## src/rtl/vint_gen.sv

```systemverilog
// vint_gen: raster counters with a one-cycle video interrupt at a programmed line/position.
// Define VINT_HPOS_EN to add the HPOSW port and a programmable horizontal match position.
module vint_gen #(
  parameter int HTOTAL = 512,
  parameter int VTOTAL = 312
) (
  input  logic       CLK,
  input  logic       RES,
  input  logic [7:0] WD,
  input  logic       LINTL,
  input  logic       LINTH,
`ifdef VINT_HPOS_EN
  input  logic       HPOSW,
`endif
  output logic       VINTv,
  output logic [9:0] HCNT,
  output logic [8:0] VCNT,
  output logic       LSTART,
  output logic       FSTART
);
  logic [8:0] intline;
  logic       inten;
  logic [9:0] hpos;
  logic       hwrap, vwrap, unused_wd;
  assign hwrap     = HCNT == 10'(HTOTAL - 1);
  assign vwrap     = VCNT == 9'(VTOTAL - 1);
  assign LSTART    = HCNT == '0;
  assign FSTART    = LSTART && VCNT == '0;
  assign unused_wd = ^WD;
  always_ff @(posedge CLK) begin
    if (RES) begin
      HCNT    <= '0;
      VCNT    <= '0;
      intline <= '0;
      inten   <= 1'b0;
      VINTv   <= 1'b0;
    end else begin
      HCNT <= hwrap ? '0 : HCNT + 10'd1;
      if (hwrap) VCNT <= vwrap ? '0 : VCNT + 9'd1;
      if (LINTL) intline[7:0] <= WD;
      if (LINTH) begin
        intline[8] <= WD[0];
        inten      <= WD[7];
      end
      // Out-of-range intline/hpos simply never equal the counters.
      VINTv <= inten && VCNT == intline && HCNT == hpos;
    end
  end
`ifdef VINT_HPOS_EN
  always_ff @(posedge CLK) begin
    if (RES) hpos <= '0;
    else if (HPOSW) hpos <= LINTH ? {WD[2:1], hpos[7:0]} : {hpos[9:8], WD};
  end
`else
  assign hpos = '0;
`endif
endmodule

```

## config.mk

```make
export PLATFORM = sky130hd
export DESIGN_NAME = vint_gen
export DESIGN_NICKNAME = d
export VERILOG_FILES = /design/src/rtl/vint_gen.sv
export SDC_FILE = /design/constraint.sdc
export NUM_CORES = 1
export LEC_CHECK = 0
export BUFFER_PORTS_ARGS = -buffer_cell sky130_fd_sc_hd__buf_2
export CORE_MARGIN = 5
export CORE_UTILIZATION = 53
export DETAILED_ROUTE_END_ITERATION = 7
export HOLD_SLACK_MARGIN = 0.05
export MAX_ROUTING_LAYER = met4
export PLACE_DENSITY = 0.89
export SLEW_MARGIN = 0
export SYNTH_ARGS = -nofsm -noshare
export SYNTH_HDL_FRONTEND = slang
export SYNTH_SLANG_ARGS = --single-unit
```

## constraint.sdc

```tcl
create_clock -name CLK -period 2.7 [get_ports CLK]
set_input_delay 0.135 -clock CLK [delete_from_list [all_inputs] [get_ports CLK]]
set_output_delay 0.135 -clock CLK [all_outputs]
set_load 0.005 [all_outputs]
```

==> impl_table.tex <==
\begin{tabular}{lr}
\hline
Metric & Value \\
\hline
\multicolumn{2}{l}{\textbf{Status}} \\
\quad Run status & finished clean \\
\multicolumn{2}{l}{\textbf{Timing}} \\
\quad Total negative slack for setup checks & 0 ns \\
\quad RSZ-0062 raised after global routing & false \\
\quad Clock Skew & 0.0264 ns \\
\quad Max-slew violation total from the final report & 0 \\
\quad Final setup vio count & 0 \\
\quad Hold Vio Cnt, Final & 0 \\
\quad Pin slew with the least headroom to its limit & 0.630 ns \\
\quad Relative slew slack & 57.7\% \\
\quad Shortest clock period the worst path allows after layout & 2.09 ns \\
\quad Final worst path period share & 77.4\% \\
\quad Achievable Freq & between 0.4 and 0.5 GHz \\
\multicolumn{2}{l}{\textbf{Clocking}} \\
\quad Clock slew at reported path FFs & 0.12 ns \\
\quad Deepest clock path buffer count & 2 \\
\quad PostCTS Resize Cnt & 0 \\
\quad Clock tree from TritonCTS & yes \\
\quad Sink Count & 30 \\
\quad H-Tree Level Count & 2 \\
\quad Num CTS Buffers & 5 \\
\quad Root buf cell & clkbuf\_4 \\
\quad Clock Latency Late Sink & $\sim$0.35 ns \\
\multicolumn{2}{l}{\textbf{Setup path}} \\
\quad Crit path required time & 2.57 ns \\
\quad Worst Setup Path Type & reg -> out \\
\quad Source of the critical timing path & HCNT[2]\$\_SDFF\_PP0\_ \\
\quad Register-to-Register Setup Slack & 0.69 ns \\
\quad Data arrival time of the worst path & about 2.0 ns \\
\quad Most common cell type on the critical path & nor4\_1 \\
\quad Cell type group with the largest total delay on the critical path & simple AND/OR/NAND/NOR gates \\
\quad Type of element launching the critical path & flip-flop \\
\quad FF-to-FF End & HCNT[9]\$\_SDFF\_PP0\_ \\
\quad FF-to-FF Start & HCNT[0]\$\_SDFF\_PP0\_ \\
\quad Critical Path End & FSTART \\
\quad CP max stage delay & between 0.4 and 0.5 ns \\
\quad Worst path bufs/invs & 1 \\
\quad R2R cell count & 5 \\
\quad CP max stage cell & dfxtp\_1 \\
\quad Stages on the worst setup path & 5 \\
\quad Worst Setup End Kind & primary output \\
\quad Critical-path cell list & nor4\_1 > nand3b\_1 > nor4\_1 > and4\_1 > buf\_2 \\
\quad CP Max Fanout & 8 \\
\multicolumn{2}{l}{\textbf{Floorplanning}} \\
\quad Core box area & 2760 um2 \\
\quad Starting density of the core & 55.1\% \\
\quad Floorplan die height & approximately 64 um \\
\quad I/O Pins & 34 \\
\quad Row count & 19 \\
\quad Chip Width & 63.6 um \\
\quad Die area & $\sim$4000 um2 \\
\multicolumn{2}{l}{\textbf{Place}} \\
\quad Routability congestion estimate from global placement & between 0.8 and 0.9 \\
\quad Cell Count Post-Placement & 223 \\
\quad Number of buffers inserted by port buffering & 33 \\
\quad DPL Wire Length & 2470 um \\
\multicolumn{2}{l}{\textbf{Global routing}} \\
\quad Initial antenna violation count & 0 \\
\quad Pin count of the biggest net entering global routing & 26 \\
\quad Leftover overflow at the end of global routing & 0 \\
\quad Overall global routing resource usage & 19.9\% \\
\quad Global-route wire length before repair & about 6300 um \\
\quad Number of global-route vias before repair & 1,341 \\
\multicolumn{2}{l}{\textbf{Logic synthesis}} \\
\quad Largest cells by area after synthesis & dfxtp\_1 40\%, xor2\_1 7.5\%, mux2i\_1 6.6\% \\
\quad Register bit count reported by yosys & 30 \\
\quad Net count after synthesis & 182 \\
\quad Biggest area consumer among synthesized cells & dfxtp\_1 \\
\quad Post-synth EDFFs & 0 \\
\quad Mean instance size in the synthesized netlist & 9.16 um2 \\
\quad Synth async-reset ratio & 0\% \\
\quad Count of yosys warnings during synthesis & 0 \\
\quad Total standard cell area after synthesis & 1520 um2 \\
\quad Post-synthesis cell type count & 32 \\
\quad Sequential fraction of the synthesis area & approximately 40\% \\
\quad Dominant register cell in the synthesized netlist & dfxtp\_1 \\
\quad Area fraction of the dominant cell type after synthesis & 39.5\% \\
\quad Post-synthesis instance total & 166 \\
\multicolumn{2}{l}{\textbf{Cells and area}} \\
\quad Fillcell total & 229 \\
\quad Total area of multi-input combinational cells & 857 um2 \\
\quad Most frequent cells in the layout & 33 x buf\_2, 30 x dfxtp\_1, 25 x nor2\_1 \\
\quad Area growth from synthesis to layout & 21.0\% \\
\quad Number of standard cells in the layout, taps in and fillers out & 239 \\
\quad Final layout net count & between 200 and 250 \\
\quad Layout cell share with drive strength beyond 1 & 23.6\% \\
\quad Most common cell after layout, fill and taps aside & buf\_2 \\
\quad Sequential standard cell area & 601 um2 \\
\quad Number of diodes & 0 \\
\multicolumn{2}{l}{\textbf{Detailed routing}} \\
\quad Vias & 1,347 \\
\quad Drt total wl & $\sim$3700 um \\
\quad DR iter-0 viols & roughly 120 \\
\quad Mean number of vias per cell & 5.64 \\
\quad Final routed DRC violation total & 0 \\
\quad Initial DRT Pass Iterations & 4 \\
\quad Count of nets left with antenna violations after detail routing & 0 \\
\quad Average detailed-routed wire length per instance & 15.3 um \\
\multicolumn{2}{l}{\textbf{Power}} \\
\quad Power per cell area & 457 nW/um2 \\
\quad Maximum vdd ir drop & 0.562 mV \\
\quad Leak & $\sim$0.0008 uW \\
\multicolumn{2}{l}{\textbf{Min path}} \\
\quad Tightest Hold Check Type & in -> reg \\
\quad Worst hold path stage count & 3 \\
\multicolumn{2}{l}{\textbf{Job}} \\
\quad Maximum capacitance violations & 0 \\
\hline
\end{tabular}
## synth_stat cells (4+ instances only)
master     n
nor4_1     7
dfxtp_1   30
nor3_1     5
xnor2_1    4
clkbuf_1   6
nand2_1   10
o21ai_1    6
mux2i_1   10
inv_1      4
ha_1       4
xor2_1    13
nor2_1    25
a32o_1     6
and3_1     5
nand3_1    6
## where the power goes
part	switching, uW	internal [uW]	leakage [uW]
Clock	165	125	0.0000343
Sequential	13.5	455	0.000244
Combinational	39.6	42.9	0.000546
Total	218	623	0.000825
## worst reg2reg max path: stages, from the launching register on
cell     delay [ns]
dfxtp_1        0.46
ha_1           0.29
nand2_1        0.11
or4_1          0.68
nand2_1        0.29
nor2_1         0.10
## registers in the layout (all words and copies together), names as in the netlist
name and count:
VCNT 9, inten 1, VINTv 1, HCNT 10, intline 9
## kinds of logic (layout without fill, tap and decap cells)
group	after synthesis	in the layout	synth area share [%]
fa+ha+maj	4	4	3.29
compound gates	14	14	6.83
buf+inv	14	56	4.11
xor+xnor	17	17	9.79
flops	30	30	39.5
mux	11	11	7.33
simple gates	76	76	29.1
## worst min-delay path by stage
stage,startpoint,end,slack [ns]
after floorplan,WD[7],inten$_SDFFE_PP0P_,0.28
after global placement,WD[6],intline[6]$_SDFFE_PP0P_,0.37
after detailed placement,WD[2],intline[2]$_SDFFE_PP0P_,0.38
after CTS,LINTH,intline[8]$_SDFFE_PP0P_,0.06
after global routing,LINTH,inten$_SDFFE_PP0P_,0.10
final,LINTH,intline[8]$_SDFFE_PP0P_,0.10
## area by class of cell
| cell class | count | share of cell area (%) |
|---|---|---|
| timing repair buffer | 43 | 14.1 |
| clock buffer | 6 | 2.79 |
| tap | 31 | 2.11 |
| multi-input combinational | 122 | 46.6 |
| sequential | 30 | 32.7 |
| clock inverter | 2 | 0.680 |
| inverter | 5 | 1.02 |
## routing by layer
layer	vias to the layer above	GRT usage [%]	part of all wire (%)
li1	667	-	-
met1	623	23.3	44
met2	49	32.2	48
met3	8	6.04	6.1
met4	0	7.01	1.8
met5	-	-	0
## through the flow
stage	worst slack (ns)	total power, uW	hold slack, ns	cell area [um2]	util [%]
after floorplan	0.748	518	0.282	1520	-
after global routing	0.454	880	0.104	1840	66.7
after CTS	0.624	843	0.0611	1840	66.7
after global placement	0.777	548	0.366	1700	61.5
final	0.610	841	0.102	1840	66.7
after detailed placement	0.695	551	0.385	1700	61.5
## repair_timing
action | in CTS | in global routing
hold buffers | 8 | 0
endpoints found under the hold margin | 8 | 0
setup buffers | 0 | 0
(Power assumes the default switching activity.)
